<file path="src/rtl/codec_pkg.sv">
// Shared constants for the emulated WM8731 control-port target: register map,
// reset defaults, FSM state encodings and the default device address.
package codec_pkg;

   localparam logic [6:0] DEV_ADDR_DEFAULT = 7'h1A;
   localparam int         NUM_REGS_DEFAULT = 10;

   localparam logic [6:0] R_LIN_L   = 7'd0;
   localparam logic [6:0] R_LIN_R   = 7'd1;
   localparam logic [6:0] R_HP_L    = 7'd2;
   localparam logic [6:0] R_HP_R    = 7'd3;
   localparam logic [6:0] R_ANALOG  = 7'd4;
   localparam logic [6:0] R_DIGITAL = 7'd5;
   localparam logic [6:0] R_POWER   = 7'd6;
   localparam logic [6:0] R_FORMAT  = 7'd7;
   localparam logic [6:0] R_SAMPLE  = 7'd8;
   localparam logic [6:0] R_ACTIVE  = 7'd9;
   localparam logic [6:0] R_RESET   = 7'd15;

   // Packed so that index 0 is R0; the rightmost element is R_LIN_L.
   localparam logic [9:0][8:0] REG_DEFAULTS = {
      9'h000, 9'h000, 9'h00A, 9'h09F, 9'h008,
      9'h00A, 9'h079, 9'h079, 9'h097, 9'h097
   };

   typedef logic [2:0] state_t;
   localparam state_t ST_IDLE      = 3'd0;
   localparam state_t ST_DEV       = 3'd1;
   localparam state_t ST_ACK_DEV   = 3'd2;
   localparam state_t ST_BYTE1     = 3'd3;
   localparam state_t ST_ACK1      = 3'd4;
   localparam state_t ST_BYTE2     = 3'd5;
   localparam state_t ST_ACK2      = 3'd6;
   localparam state_t ST_WAIT_STOP = 3'd7;

   // Registers beyond the WM8731 map default to zero.
   function automatic logic [8:0] reg_default(input int idx);
      if (idx >= 0 && idx < 10) return REG_DEFAULTS[idx[3:0]];
      else                      return 9'h000;
   endfunction

   function automatic logic maj3(input logic a, input logic b, input logic c);
      return (a & b) | (a & c) | (b & c);
   endfunction

endpackage

</file>
<file path="src/rtl/i2c_line_sync.sv">
// Brings SCL and SDA into the clk domain and produces rise/fall pulses.
// Optional feature macro: I2C_GLITCH_FILTER_EN adds a 3-sample majority filter
// on each line after the synchroniser (2 clk extra latency, rejects 1-clk pulses).
module i2c_line_sync
   import codec_pkg::*;
(
   input  logic clk,
   input  logic rst,
   input  logic scl_i,
   input  logic sda_i,
   output logic scl,
   output logic sda,
   output logic scl_rise,
   output logic scl_fall,
   output logic sda_rise,
   output logic sda_fall
);

   logic [1:0] scl_sync;
   logic [1:0] sda_sync;
   logic       scl_lvl;
   logic       sda_lvl;
   logic       scl_prev;
   logic       sda_prev;

   // Two-flop synchroniser; resets to the idle (pulled-up) bus level.
   always_ff @(posedge clk or posedge rst) begin
      if (rst) begin
         scl_sync <= 2'b11;
         sda_sync <= 2'b11;
      end else begin
         scl_sync <= {scl_sync[0], scl_i};
         sda_sync <= {sda_sync[0], sda_i};
      end
   end

`ifdef I2C_GLITCH_FILTER_EN
   logic [1:0] scl_hist;
   logic [1:0] sda_hist;
   logic       scl_filt;
   logic       sda_filt;

   // Majority of the current and two previous samples; a level must persist two clk to pass.
   always_ff @(posedge clk or posedge rst) begin
      if (rst) begin
         scl_hist <= 2'b11;
         sda_hist <= 2'b11;
         scl_filt <= 1'b1;
         sda_filt <= 1'b1;
      end else begin
         scl_hist <= {scl_hist[0], scl_sync[1]};
         sda_hist <= {sda_hist[0], sda_sync[1]};
         scl_filt <= maj3(scl_sync[1], scl_hist[0], scl_hist[1]);
         sda_filt <= maj3(sda_sync[1], sda_hist[0], sda_hist[1]);
      end
   end

   assign scl_lvl = scl_filt;
   assign sda_lvl = sda_filt;
`else
   assign scl_lvl = scl_sync[1];
   assign sda_lvl = sda_sync[1];
`endif

   // Previous-level registers for edge detection.
   always_ff @(posedge clk or posedge rst) begin
      if (rst) begin
         scl_prev <= 1'b1;
         sda_prev <= 1'b1;
      end else begin
         scl_prev <= scl_lvl;
         sda_prev <= sda_lvl;
      end
   end

   assign scl      = scl_lvl;
   assign sda      = sda_lvl;
   assign scl_rise =  scl_lvl & ~scl_prev;
   assign scl_fall = ~scl_lvl &  scl_prev;
   assign sda_rise =  sda_lvl & ~sda_prev;
   assign sda_fall = ~sda_lvl &  sda_prev;

endmodule

</file>
<file path="src/rtl/codec_i2c_target.sv">
// Write-only I2C target emulating the WM8731 control port. Receives
// {dev, addr/data[8], data[7:0]} frames and stores them in a 9-bit register file.
// Optional feature macro: I2C_GLITCH_FILTER_EN (handled in i2c_line_sync).
module codec_i2c_target
   import codec_pkg::*;
#(
   parameter logic [6:0] DEV_ADDR = DEV_ADDR_DEFAULT,
   parameter int         NUM_REGS = NUM_REGS_DEFAULT
)(
   input  logic       clk,
   input  logic       rst,
   input  logic       scl_i,
   input  logic       sda_i,
   output logic       sda_oe,
   output logic       wr_stb,
   output logic [6:0] wr_addr,
   output logic [8:0] wr_data,
   input  logic [3:0] rd_addr,
   output logic [8:0] rd_data,
   output logic       active,
   output logic       err_stb
);

   logic scl, sda, scl_rise, scl_fall, sda_rise, sda_fall;

   i2c_line_sync u_line_sync (
      .clk      (clk),
      .rst      (rst),
      .scl_i    (scl_i),
      .sda_i    (sda_i),
      .scl      (scl),
      .sda      (sda),
      .scl_rise (scl_rise),
      .scl_fall (scl_fall),
      .sda_rise (sda_rise),
      .sda_fall (sda_fall)
   );

   logic       start_det;
   logic       stop_det;
   state_t     state;
   logic [3:0] bit_cnt;
   logic [7:0] shreg;
   logic [7:0] byte1;
   logic [8:0] regs [NUM_REGS];
   logic [6:0] cmt_addr;
   logic [8:0] cmt_data;
   logic       addr_ok;
   logic       reset_cmd;
   logic       commit_fire;
   logic       byte_done;
   logic       shift_state;

   assign start_det   = sda_fall & scl;
   assign stop_det    = sda_rise & scl;
   assign cmt_addr    = byte1[7:1];
   assign cmt_data    = {byte1[0], shreg};
   assign addr_ok     = int'(cmt_addr) < NUM_REGS;
   assign reset_cmd   = (cmt_addr == R_RESET) && (cmt_data == 9'h000);
   assign commit_fire = (state == ST_ACK2) && scl_fall && !start_det && !stop_det;
   assign byte_done   = scl_fall && (bit_cnt == 4'd8);
   assign shift_state = (state == ST_DEV) || (state == ST_BYTE1) || (state == ST_BYTE2);

   // Frame sequencer: shifts bytes, drives ACKs after SCL falls, flags protocol errors.
   always_ff @(posedge clk or posedge rst) begin
      if (rst) begin
         state   <= ST_IDLE;
         bit_cnt <= 4'd0;
         shreg   <= 8'h00;
         byte1   <= 8'h00;
         sda_oe  <= 1'b0;
         err_stb <= 1'b0;
      end else begin
         err_stb <= 1'b0;
         if (start_det) begin
            state   <= ST_DEV;
            bit_cnt <= 4'd0;
            sda_oe  <= 1'b0;
         end else if (stop_det) begin
            state   <= ST_IDLE;
            bit_cnt <= 4'd0;
            sda_oe  <= 1'b0;
         end else if (shift_state) begin
            if (scl_rise && bit_cnt < 4'd8) begin
               shreg   <= {shreg[6:0], sda};
               bit_cnt <= bit_cnt + 4'd1;
            end else if (byte_done) begin
               bit_cnt <= 4'd0;
               if (state == ST_DEV) begin
                  if (shreg[7:1] != DEV_ADDR) begin
                     state <= ST_IDLE;
                  end else if (shreg[0]) begin
                     // Read request: NACK; bit_cnt=8 lets the NACK clock be absorbed.
                     err_stb <= 1'b1;
                     state   <= ST_WAIT_STOP;
                     bit_cnt <= 4'd8;
                  end else begin
                     sda_oe <= 1'b1;
                     state  <= ST_ACK_DEV;
                  end
               end else if (state == ST_BYTE1) begin
                  byte1  <= shreg;
                  sda_oe <= 1'b1;
                  state  <= ST_ACK1;
               end else begin
                  sda_oe <= 1'b1;
                  state  <= ST_ACK2;
               end
            end
         end else begin
            case (state)
               ST_ACK_DEV: begin
                  if (scl_fall) begin
                     sda_oe <= 1'b0;
                     state  <= ST_BYTE1;
                  end
               end
               ST_ACK1: begin
                  if (scl_fall) begin
                     sda_oe <= 1'b0;
                     state  <= ST_BYTE2;
                  end
               end
               ST_ACK2: begin
                  if (scl_fall) begin
                     sda_oe  <= 1'b0;
                     state   <= ST_WAIT_STOP;
                     bit_cnt <= 4'd0;
                     err_stb <= !(addr_ok || reset_cmd);
                  end
               end
               ST_WAIT_STOP: begin
                  if (scl_rise && bit_cnt < 4'd9) begin
                     bit_cnt <= bit_cnt + 4'd1;
                  end else if (scl_fall && bit_cnt == 4'd8) begin
                     err_stb <= 1'b1;
                  end else if (scl_fall && bit_cnt == 4'd9) begin
                     bit_cnt <= 4'd0;
                  end
               end
               default: begin
               end
            endcase
         end
      end
   end

   // Register file: commits a complete frame at the end of ACK2, or reloads defaults.
   always_ff @(posedge clk or posedge rst) begin
      if (rst) begin
         for (int i = 0; i < NUM_REGS; i++) regs[i] <= reg_default(i);
         wr_stb  <= 1'b0;
         wr_addr <= 7'd0;
         wr_data <= 9'h000;
      end else begin
         wr_stb <= 1'b0;
         if (commit_fire && (addr_ok || reset_cmd)) begin
            for (int i = 0; i < NUM_REGS; i++) begin
               if (reset_cmd)                regs[i] <= reg_default(i);
               else if (cmt_addr == 7'(i))   regs[i] <= cmt_data;
            end
            wr_stb  <= 1'b1;
            wr_addr <= cmt_addr;
            wr_data <= cmt_data;
         end
      end
   end

   // Combinational read port; out-of-range addresses read as zero.
   always_comb begin
      rd_data = 9'h000;
      for (int i = 0; i < NUM_REGS; i++) begin
         if (rd_addr == 4'(i)) rd_data = regs[i];
      end
   end

   assign active = regs[int'(R_ACTIVE)][0];

endmodule
</file>
<file path="config.mk">
export PLATFORM = sky130hd
export DESIGN_NAME = codec_i2c_target
export DESIGN_NICKNAME = d
export VERILOG_FILES = /design/src/rtl/codec_pkg.sv /design/src/rtl/i2c_line_sync.sv /design/src/rtl/codec_i2c_target.sv
export SDC_FILE = /design/constraint.sdc
export NUM_CORES = 1
export LEC_CHECK = 0
export BUFFER_PORTS_ARGS = -buffer_cell sky130_fd_sc_hd__buf_4
export CORE_MARGIN = 8
export CORE_UTILIZATION = 60
export DETAILED_ROUTE_END_ITERATION = 12
export GPL_ROUTABILITY_DRIVEN = 1
export GPL_TIMING_DRIVEN = 0
export PLACE_DENSITY = 0.78
export REMOVE_ABC_BUFFERS = 1
export SLEW_MARGIN = 20
export SYNTH_ARGS = -nofsm -noshare
export SYNTH_HDL_FRONTEND = slang
export SYNTH_SLANG_ARGS = --single-unit
</file>
<file path="constraint.sdc">
create_clock -name clk -period 8.15 [get_ports clk]
set_input_delay 0.815 -clock clk [delete_from_list [all_inputs] [get_ports clk]]
set_output_delay 0.815 -clock clk [all_outputs]
set_load 0.005 [all_outputs]
</file>
==> results.cfg <==
[worst_setup_path]
reg2reg_depth = 5
end_kind = output port
required_ns = 7.34
arrival_ns = 2.75
crit_type = input pin to output port
timing.rr.start = shreg[2]
crit_path_start_kind = input pin
crit_fanout = 36
rrSetupSlack_ns = 5.07
r2r-end = regs[43]

[finish]
stdcell_count = 714
antenna_cells = 0
layout-drive-gt1-share_pct = 37.6
area_delta_synth_final_pct = 12.9
nets = 572
fill_cells = 718

[cts]
cts_setup_buffers = 0
clockBufferDepth = 2
cts_buffers = 17
hold_buffers = 0
cts_tree = built
clock_latency_ns = 0.52
htree_levels = 4
cts-resized-gates = 0
cts-root-buf = clkbuf_8
cts.sinks = 138
clkSlewWorstSetupHoldPaths_ns = 0.05

[grt]
grt_overflow_total = 0
grt_max_degree = 84
grt_pass1_vias = 4570
antenna_found_initial = 0
track_usage_pct = 21.1
grt_first_pass_wirelength_mm = 24.1

[sta]
maxSlewViolCount = 0
worstMarginPinSlew_ns = 1.08
slew_headroom_pct = 27.8
period_minus_slack_ns = 3.56
fin_skew_ns = 0.00555
clock.fmax_mhz = 281
fin_crit_sh_pct = 43.7
whs_ns = 0.297
setup_viol = 0
hold_violations = 0
rsz0062_at_grt = false
tns_ns = 0

[drt]
drc = 0
drt-wirelength-per-cell_um = 20.7
vias_per_cell = 6.21
drt-total-wl_mm = 14.8
first_pass_iters = 5
drt_iter0_drc = 385
via_count = 4434
ant_nets = 0

[die]
coreArea_mm2 = 0.0108
fp.dieW_um = 121
dieArea_mm2 = 0.0146
die_h_um = 121
start_util_pct = 61.2
rows = 38
boundaryPins = 37

[power]
power_leakage_nw = 3.38
p_per_area_mw_per_mm2 = 211
ir_drop_v = 0.000193
clockPowerShare_pct = 43.7
combPwrFrac_pct = 7.7
switching_share_pct = 25.4
p_sw_mw = 0.400
power.internal_mw = 1.18
seqPwrFrac_pct = 48.7

[status]
status = finished, final reports clean

[min_path]
worstHoldPathType = input pin to asynchronous set/reset pin

[logic_synthesis]
ys_ff_latch = 138
syn-instance-count = 538
synth_cell_types = 66
ys_async_sr_fraction_pct = 100
synth-edff-count = 0
syn_area_mm2 = 0.00661
synth_flop_cell = dfrtp_1
avgSynthCellArea_um2 = 12.3
yosysWarnings = 0
ys_seq_area_share_pct = 53.0

[run]
max_cap_viol_count = 0

[place]
dp_cells = 682
routabilityCongestion = 0.835
hpwl_mm = 9.49
io_buffers = 36
[area by class of cell]
cell class,count,area [um^2],area share [%]
sequential,138,3500,46.9
tap,140,175,2.35
clock inverter,1,7.51,0.101
timing repair buffer,37,298,3.99
inverter,14,60.1,0.805
multi-input combinational,353,2900,38.8
clock buffer,31,527,7.06
[placed cells by master, fill, tap and decap left out, drive strengths merged, types with 3 or more instances in the layout]
master	Yosys	routed
a222oi	4	4
o22ai	7	7
mux4	3	3
o221ai	7	7
buf	14	37
nor2	52	52
a221oi	3	3
mux2	95	95
clkbuf	19	31
o21a	4	4
a21oi	32	32
nand2b	5	5
nand3	5	5
ha	3	3
or3	3	3
nand3b	4	4
inv	14	14
o21ai	25	25
nand2	21	21
nor4	3	3
mux2i	25	25
dfrtp	101	101
nor2b	10	10
nand4	3	3
o32ai	3	3
nor3b	6	6
nor3	3	3
dfstp	37	37
[kinds of logic (layout without fill, tap and decap cells)]
| kind of cell | count (synthesis) | after routing | synth area share [%] |
|---|---|---|---|
| xor gates and xnor gates | 1 | 1 | 0.133 |
| adders and majority gates | 3 | 3 | 0.568 |
| and+or+nand+nor | 127 | 127 | 10.8 |
| buffers and inverters | 47 | 83 | 3.24 |
| AOI/OAI and AO/OA | 99 | 99 | 11.3 |
| DFF | 138 | 138 | 53.0 |
| muxes | 123 | 123 | 21.0 |
[cells in the mapped netlist, types with 2 or more instances]
library cell    n  area [um^2]
dfrtp_1       101         2530
inv_1          14         52.6
o32a_1          2         20.0
mux4_2          3         67.6
a221oi_1        3         26.3
buf_2           5         25.0
o31ai_1         2         15.0
o22ai_1         4         25.0
o21a_1          4         30.0
nand3b_1        4         30.0
mux2i_1        25          250
nand2b_1        5         31.3
o221ai_1        7         61.3
o32ai_4         3         82.6
nor2b_1        10         62.6
buf_1           2         7.51
mux2_2         89         1000
a222oi_1        4         40.0
o22ai_2         2         25.0
nand3_1         5         25.0
clkbuf_1       18         67.6
nor3_2          2         20.0
ha_1            3         37.5
or3_1           3         18.8
mux2_1          6         67.6
a31o_2          2         17.5
a21oi_1        29          145
a31oi_1         2         12.5
nor3b_1         5         37.5
buf_4           6         45.0
nand2_1        20         75.1
dfstp_2        37          972
a21oi_4         3         48.8
o21ai_0        25          125
nor2_1         51          191
and3_1          2         12.5
[sequential cells by signal, indices dropped and copies added, names as in the netlist]
name	cells
shreg	8
regs	89
bit_cnt	4
wr_data	9
u_line_sync.sda_prev	1
u_line_sync.scl_sync	2
err_stb	1
active	1
byte1	8
state	3
wr_addr	7
wr_stb	1
u_line_sync.sda_sync	2
sda_oe	1
u_line_sync.scl_prev	1
[per-stage QoR]
stage	worst slack (ns)	utilization [%]	power [mW]	instance area, um^2
after detailed placement	4.65	64.2	0.896	6930
final	4.59	69.1	1.58	7460
after global routing	4.50	69.1	1.63	7460
after global placement	2.43	63.9	0.884	6890
after CTS	4.63	69.1	1.58	7460
after floorplan	3.70	-	0.829	6450
[how the worst max path moves through the flow]
stage / from / end / slack (ns) / cells after the start
floorplan: rst / active / 3.70 / 1
global placement: rst / regs[56] / 2.43 / 2
detailed placement: rd_addr[0] / rd_data[4] / 4.65 / 6
CTS: rd_addr[0] / rd_data[6] / 4.63 / 6
global route: rd_addr[0] / rd_data[5] / 4.50 / 6
finish: rd_addr[0] / rd_data[6] / 4.59 / 6
[layer usage]
metal | track usage, % | share of wire (%) | up-vias
li1 | - | - | 2001
met1 | 27.7 | 44 | 2291
met2 | 33.6 | 49 | 123
met3 | 4.75 | 4.7 | 19
met4 | 7.96 | 1.9 | 0
met5 | 0 | 0 | -
[worst max-delay path, cell delays in order]
cell and delay, ns:
buf_4 0.38, nand2b_1 0.23, nor3b_1 0.75, a221oi_1 0.23, o31ai_1 0.14, buf_4 0.18
[power by group through the flow]
stage	clock, mW	combinational, mW	sequential (mW)
3_3_place_gp	0	0.111	0.773
4_1_cts	0.699	0.122	0.765
2_1_floorplan	0	0.0837	0.745
3_5_place_dp	0	0.121	0.775
5_1_grt	0.723	0.134	0.770
6_report	0.688	0.121	0.767
No activity file was read; power rests on OpenSTA's default activity.
